### config.mk
export PLATFORM = sky130hd
export DESIGN_NAME = frame_readout_buffer
export DESIGN_NICKNAME = d
export VERILOG_FILES = /design/src/rtl/frame_readout_buffer.sv
export SDC_FILE = /design/constraint.sdc
export NUM_CORES = 1
export LEC_CHECK = 0
export CAP_MARGIN = 20
export CORE_ASPECT_RATIO = 1.25
export CORE_MARGIN = 10
export CORE_UTILIZATION = 45
export DETAILED_ROUTE_END_ITERATION = 12
export PLACE_DENSITY = 0.64
export SLEW_MARGIN = 40
export SYNTH_ARGS = -nofsm -noshare
export SYNTH_HDL_FRONTEND = slang
export SYNTH_SLANG_ARGS = --single-unit
### constraint.sdc
create_clock -name clock -period 4.4 [get_ports clock]
set_clock_uncertainty 0.15 [all_clocks]
set_input_delay 1.1 -clock clock [delete_from_list [all_inputs] [get_ports clock]]
set_output_delay 1.1 -clock clock [all_outputs]
set_load 0.02 [all_outputs]
### src/rtl/frame_readout_buffer.sv
// Frame FIFO between the serial frame decoder and the MCU parallel bus; the head frame is read byte-wise.
// Optional per-frame timestamps are compiled in when FRAME_TIMESTAMP_EN is defined.
module frame_readout_buffer #(
    parameter int FRAME_BYTES = 12,
    parameter int DEPTH       = 4,
    parameter int ADDR_W      = 4,
    parameter int TS_W        = 16
) (
    input  logic                     clock,
    input  logic                     reset_n,
    input  logic [8*FRAME_BYTES-1:0] frame_in,
    input  logic                     frame_valid,
    input  logic                     rx_enable,
    input  logic [ADDR_W-1:0]        address,
    input  logic                     pop,
    input  logic                     clr_status,
    output logic [7:0]               parallel_out,
    output logic                     frame_ready,
    output logic                     overflow
);
    localparam int PTR_W = (DEPTH > 1) ? $clog2(DEPTH) : 1;
    localparam int LVL_W = $clog2(DEPTH + 1);
    localparam int NUM_ADDR = 2 ** ADDR_W;
    localparam logic [ADDR_W-1:0] ADDR_STATUS = ADDR_W'(NUM_ADDR - 1);
    localparam logic [ADDR_W-1:0] ADDR_DROP   = ADDR_W'(NUM_ADDR - 2);
    localparam logic [ADDR_W-1:0] ADDR_TS_HI  = ADDR_W'(NUM_ADDR - 3);
    localparam logic [ADDR_W-1:0] ADDR_TS_LO  = ADDR_W'(NUM_ADDR - 4);

    logic [8*FRAME_BYTES-1:0] frame_mem [DEPTH];
    logic [PTR_W-1:0]         wr_ptr_reg;
    logic [PTR_W-1:0]         rd_ptr_reg;
    logic [LVL_W-1:0]         level_reg;
    logic [LVL_W-1:0]         level_next;
    logic                     overflow_reg;
    logic [7:0]               drop_cnt_reg;
    logic                     frame_ready_reg;
    logic [7:0]               parallel_out_reg;
    logic [7:0]               read_next;

    logic push;
    logic full;
    logic empty;
    logic do_pop;
    logic do_push;
    logic drop;

    assign push    = frame_valid & rx_enable;
    assign full    = (level_reg == LVL_W'(DEPTH));
    assign empty   = (level_reg == '0);
    assign do_pop  = pop & ~empty;
    // A full FIFO still accepts a push when the head is popped in the same cycle.
    assign do_push = push & (~full | do_pop);
    assign drop    = push & full & ~do_pop;

    always_comb begin
        level_next = level_reg;
        case ({do_push, do_pop})
            2'b10:   level_next = level_reg + LVL_W'(1);
            2'b01:   level_next = level_reg - LVL_W'(1);
            default: level_next = level_reg;
        endcase
    end

    always_ff @(posedge clock) begin
        if (do_push) begin
            frame_mem[wr_ptr_reg] <= frame_in;
        end
    end

    logic [TS_W-1:0] head_ts;
`ifdef FRAME_TIMESTAMP_EN
    logic [TS_W-1:0] ts_cnt_reg;
    logic [TS_W-1:0] ts_mem [DEPTH];

    always_ff @(posedge clock or negedge reset_n) begin
        if (!reset_n) begin
            ts_cnt_reg <= '0;
        end else begin
            ts_cnt_reg <= ts_cnt_reg + TS_W'(1);
        end
    end

    always_ff @(posedge clock) begin
        if (do_push) begin
            ts_mem[wr_ptr_reg] <= ts_cnt_reg;
        end
    end

    assign head_ts = ts_mem[rd_ptr_reg];
`else
    assign head_ts = '0;
`endif

    // Head frame spread over the whole address space; bytes past the frame read as zero.
    logic [8*FRAME_BYTES-1:0] head_frame;
    logic [7:0]               head_bytes [NUM_ADDR];
    assign head_frame = frame_mem[rd_ptr_reg];

    generate
        for (genvar gi = 0; gi < NUM_ADDR; gi++) begin : g_head_bytes
            if (gi < FRAME_BYTES) begin : g_data
                assign head_bytes[gi] = head_frame[8*gi +: 8];
            end else begin : g_zero
                assign head_bytes[gi] = 8'h00;
            end
        end
    endgenerate

    logic [3:0] level_ext;
    assign level_ext = 4'(level_reg);

    always_comb begin
        read_next = 8'h00;
        case (address)
            ADDR_STATUS: read_next = {4'b0000, overflow_reg, level_ext[2:0]};
            ADDR_DROP:   read_next = drop_cnt_reg;
            ADDR_TS_HI:  read_next = empty ? 8'h00 : head_ts[15:8];
            ADDR_TS_LO:  read_next = empty ? 8'h00 : head_ts[7:0];
            default:     read_next = empty ? 8'h00 : head_bytes[address];
        endcase
    end

    always_ff @(posedge clock or negedge reset_n) begin
        if (!reset_n) begin
            wr_ptr_reg       <= '0;
            rd_ptr_reg       <= '0;
            level_reg        <= '0;
            frame_ready_reg  <= 1'b0;
            overflow_reg     <= 1'b0;
            drop_cnt_reg     <= 8'h00;
            parallel_out_reg <= 8'h00;
        end else begin
            parallel_out_reg <= read_next;
            level_reg        <= level_next;
            frame_ready_reg  <= (level_next != '0);
            if (do_push) begin
                wr_ptr_reg <= wr_ptr_reg + PTR_W'(1);
            end
            if (do_pop) begin
                rd_ptr_reg <= rd_ptr_reg + PTR_W'(1);
            end
            // A drop overrides a simultaneous clear: the dropped frame is the first new event.
            if (drop) begin
                overflow_reg <= 1'b1;
                if (clr_status) begin
                    drop_cnt_reg <= 8'h01;
                end else if (drop_cnt_reg != 8'hFF) begin
                    drop_cnt_reg <= drop_cnt_reg + 8'h01;
                end
            end else if (clr_status) begin
                overflow_reg <= 1'b0;
                drop_cnt_reg <= 8'h00;
            end
        end
    end

    assign parallel_out = parallel_out_reg;
    assign frame_ready  = frame_ready_reg;
    assign overflow     = overflow_reg;

endmodule

Word level (Yosys, flattened, before mapping)
Memory sizes are Yosys's and may differ from the RTL's.
Cells that the tools add are included.
W data, S select, Z words.

storage, ports and cells
  register bits = 25
  bits in writable memories = 384
  input port bits = 106
  output and inout port bits = 10
  word-level logic and storage cells = 52
  memories kept = 1

memories
  name       words  bits a word  rd ports  clocked after memory_dff  write ports  line  RTL
  frame_mem  4      96           1         0                         1            29    logic [8*FRAME_BYTES-1:0] frame_mem [DEPTH];

cells by class
  $add $sub $neg = 5
  $lt $le $gt $ge = 1
  equal/unequal tests = 8
  multiplexer cells = 14
  bitwise logic cells = 10
  reduce and logical (&&, ||, !) cells = 6

operators with widths
  kind                   number
  $mux W8                7
  $bmux W8 S4            1
  $pmux W8 S3            1
  $eq A4 B4 Y1 const B   4
  $add A8 B1 Y8 const B  1
  $ne A8 B8 Y1 const B   1
  $pmux W3 S2            1
  $and A1 B1 Y1          5
  $ge A5 B5 Y1 const B   1
  $not A4 Y5             1
  $add A2 B1 Y2 const B  2
  $mux W1                4
  $reduce_bool A2 Y1     2
  $add A3 B1 Y3 const B  1
  $eq A3 B3 Y1 const B   1
  $logic_not A3 Y1       1
  $not A1 Y1             3
  $reduce_bool A3 Y1     1
  $sub A3 B1 Y3 const B  1
  $eq A2 B1 Y1 const B   1
  $eq A2 B2 Y1 const B   1
  $reduce_and A2 Y1      1
  $reduce_or A2 Y1       1
  $or A1 B1 Y1           1

Depth between registers and ports, before layout
  word-level depth = 8
  mapped depth = 11
  mapped depth without buffers = 10

Worst setup path after synthesis
Ideal clock, no wire load.

  kind = input to register
  start point = input port pop
  end point = memory frame_mem[2][0] (netlist bit), enable pin
  library setup time = 0.466 ns
  arrival = 3.836 ns
  required time = 3.784 ns
  slack = -0.051 ns
  cell stages on the path = 4
  buffers on the path = 1
  path through = or4b_4 > nor2b_1 > clkbuf_1 > and2_1

between the ends
  cells in the longest elaborated chain, start to end = 5

RTL lines
  element                        line  RTL
  start, declared                15    input logic pop,
  $and A1 B1 Y1                  50    assign do_pop = pop & ~empty;
  $or A1 B1 Y1                   52    assign do_push = push & (~full | do_pop);
  $and A1 B1 Y1                  52
  $mux W1                        65    if (do_push) begin
  $mux W1 (implied by the code)  66    frame_mem[wr_ptr_reg] <= frame_in;
  end, declared                  29

Every way passes these cells.

Worst setup path in the final report
  start point = input port pop
  end point = register frame_ready_reg, in the netlist frame_ready

between the ends
  cells in the longest elaborated chain, start to end = 6
  elaborated cells on any way between the ends = 7
  classes of those cells = eq/ne: 2; mux: 1; bitwise: 3; reduce/logical: 1

RTL lines
  element                                       line  RTL
  $and A1 B1 Y1 *                               50
  $or A1 B1 Y1                                  52
  $and A1 B1 Y1                                 52
  $eq A2 B1 Y1 or $eq A2 B2 Y1 (tied branches)  57    case ({do_push, do_pop})
  $pmux W3 S2 *                                 57
  via level_next[2]                             33    logic [LVL_W-1:0] level_next;
  $reduce_bool A3 Y1 *                          135   frame_ready_reg <= (level_next != '0);
  end signal, assigned                          135
  end, declared                                 36    logic frame_ready_reg;

The timed path passes the listed nets; every way through them passes the cells marked *.
A chain may end at the register's enable or synchronous reset.

==> out/metrics.csv <==
metric,value,unit
status,"complete, no violations",
reg-to-reg critical path startpoint,rd_ptr_reg[0]$_DFFE_PN0P_,
largest net degree at the start of global routing,55,
setup ws final,1.02,ns
clock network power share,0.313,
Iter 0 DRT Violations,634,
CTS root buf,clkbuf_16,
Yosys top cell area share,0.719,
drt via density,5.52,
GR Overflow Total,0,
"Hold-fix buffers, CTS",0,
drt pass-1 iters,5,
async set-reset flop share out of synthesis,0.0611,
Sum Neg Setup Slack,0,ns
Final Hold Vio Count,0,
final net count,1023,
layout cell share with drive strength beyond 1,0.183,
antenna-violating nets left,0,
Synthesis Warnings,0,
CTS H-tree lvls,2,
RePlAce Congestion,0.820,
# setup viols final,0,
min Tclk post-route,3.38,ns
Mean Syn Cell Area,21.1,µm²
largest stage delay on the critical path,0.53,ns
synth top area cells,"edfxtp_1, mux4_2, dfrtp_1, mux2i_1, mux4_1",
post-CTS setup buffers,0,
cells after synthesis,762,
"Top FF cell, synth",edfxtp_1,
Resized cells post-CTS,0,
dpl hpwl,22500,µm
CP Class,input pin to register,
Sequential Power Share,0.468,
core area,0.0353,mm²
area delta synth->final,19.1,%
CTS buffer count,41,
RSZ-0062 raised after global routing,no,
FMAX,295,MHz
syn_nets,875,
die width,189,µm
antenna violations before repair,0,
Synth cell types,50,
Post-synth EDFFs,384,
Int Pwr,7.85,mW
fill count,2761,
# IOs,116,
crit-path cells,clkdlybuf4s50_1 -> or4b_4 -> nor2b_1 -> inv_1 -> ha_1 -> inv_1 -> fa_1 -> xor2_1 -> nor2_1 -> xor2_1 -> or3_1,
Chip Height,231,µm
post-synthesis sequential area ratio,0.758,
global-route wire length before repair,51500,µm
CTS tree,built,
max-cap viol count,0,
max_slew headroom,0.506,
CP Capture Type,register,
Worst Path Arrival,3.64,ns
combinational share of power,0.218,
Routed WL,33800,µm
leak pwr,6.32,nW
Tot GR Track Use,0.155,
max reg flops,384,
hold_ws,0.422,ns
Std-Cell Rows,77,
CP max stage cell,or4b_4,
synthesized area,0.0160,mm²
post-place setup slack,0.489,ns
Worst Setup SP,pop,
Cells after DPL,1341,
Clock transition at path regs,0.06,ns
vias in the first global route,8224,
Setup crit end,frame_ready$_DFF_PN0_,
Post-route DRC,0,
reg2reg end,parallel_out[7]$_DFF_PN0_,
post-synth top area cell,edfxtp_1,
Yosys reg bits,409,
per-cell routed wire length,24.0,µm
Worst-Margin Slew,0.742,ns
n_diodes,0,
r2r worst-path depth,6,
worst-path fanout max,8,
clk sinks,409,
Sw Ratio,0.263,
vias post-DR,7782,
PortBufs,115,
PwrDens,558,mW/mm²
fin cells,1410,
NetSw,2.81,mW
worst-skew pair later-pin latency,0.53,ns
Tot Pwr,10.7,mW
worst IR drop on VDD,0.000313,V
Die Footprint,0.0437,mm²
CP Launch Type,input pin,
starting density of the core,0.455,
Hold/Removal Path Class,register to register,
maximum clock path buffer count,3,
"commonest non-fill, non-tap cell in the layout",edfxtp_1,
fin crit share,0.769,
flop2flop setup slack,1.40,ns
CP required,4.66,ns
"commonest cells after routing, fill and taps aside","edfxtp_1, clkdlybuf4s50_1, mux4_2",
Final Max Tran Viols,0,
==> critical path: cells and delay by family <==
family / cells / cell delay (ns)
and+or+nand+nor: 4 / 1.19
xor gates and xnor gates: 2 / 0.24
adders and majority gates: 2 / 0.54
buffers and inverters: 3 / 0.58
==> worst min-delay path by stage <==
stage,from,endpoint,slack (ns),depth (start not counted)
after floorplan,level_reg[2]$_DFF_PN0_,level_reg[2]$_DFF_PN0_,0.34,1
after global placement,level_reg[2]$_DFF_PN0_,level_reg[2]$_DFF_PN0_,0.40,1
after detailed placement,level_reg[2]$_DFF_PN0_,level_reg[2]$_DFF_PN0_,0.42,1
after CTS,level_reg[2]$_DFF_PN0_,level_reg[2]$_DFF_PN0_,0.42,1
after global routing,drop_cnt_reg[1]$_DFFE_PN0P_,drop_cnt_reg[1]$_DFFE_PN0P_,0.46,2
final,level_reg[2]$_DFF_PN0_,level_reg[2]$_DFF_PN0_,0.42,1
==> layer usage <==
metal,GRT usage,wire length (µm),up-vias
li1,-,-,3472
met1,0.203,14200,4066
met2,0.259,17200,194
met3,0.0287,1620,50
met4,0.0450,754,0
met5,0,0,-
==> logic make-up (layout without fill, tap and decap cells) <==
group,count (synthesis),count (layout),share of synthesized area
DFF,409,409,0.758
muxes,125,125,0.145
and+or+nand+nor,84,84,0.0274
AOI/OAI and AO/OA,80,80,0.0369
buffers and inverters,47,221,0.0218
xor gates and xnor gates,10,10,0.00546
adders and majority gates,7,7,0.00593
==> metrics by stage <==
step | util | area (µm²)
finish | 0.542 | 19100
global route | 0.542 | 19100
CTS | 0.542 | 19100
detailed placement | 0.506 | 17800
global placement | 0.506 | 17800
floorplan | - | 16100
==> area by class of cell <==
type | count | area, µm² | area share
Clock buffer | 53 | 1130 | 0.0594
Sequential cell | 409 | 12200 | 0.637
Multi-Input combinational cell | 306 | 3550 | 0.186
Timing Repair Buffer | 144 | 1490 | 0.0779
Tap cell | 474 | 593 | 0.0310
Inverter | 8 | 30.0 | 0.00157
Clock inverter | 16 | 151 | 0.00792
==> power by group through the flow <==
| stage | combinational, mW | clock [mW] | sequential, mW |
|---|---|---|---|
| 6_report | 2.33 | 3.34 | 4.99 |
| 4_1_cts | 2.38 | 3.42 | 5.01 |
| 2_1_floorplan | 1.74 | 0 | 4.93 |
| 3_3_place_gp | 2.37 | 0 | 5.07 |
| 3_5_place_dp | 2.38 | 0 | 5.09 |
| 5_1_grt | 2.52 | 3.57 | 5.05 |
==> cell usage after synthesis, drive strengths merged (3+ instances only) <==
| library cell | number |
|---|---|
| or2 | 3 |
| a21o | 3 |
| o21ai | 7 |
| a211o | 3 |
| inv | 8 |
| nor3 | 3 |
| dfrtp | 25 |
| a22o | 5 |
| clkbuf | 6 |
| o211ai | 4 |
| a22oi | 10 |
| a2111oi | 3 |
| o221ai | 6 |
| mux4 | 83 |
| nor2 | 17 |
| and2 | 4 |
| nor2b | 10 |
| a31oi | 3 |
| nand4 | 6 |
| a211oi | 6 |
| and3 | 8 |
| nand2b | 4 |
| ha | 6 |
| nand3 | 7 |
| edfxtp | 384 |
| nand2 | 17 |
| xnor2 | 3 |
| xor2 | 7 |
| a21oi | 6 |
| mux2i | 41 |
| o22ai | 16 |
| buf | 33 |
(Power assumes the default switching activity.)
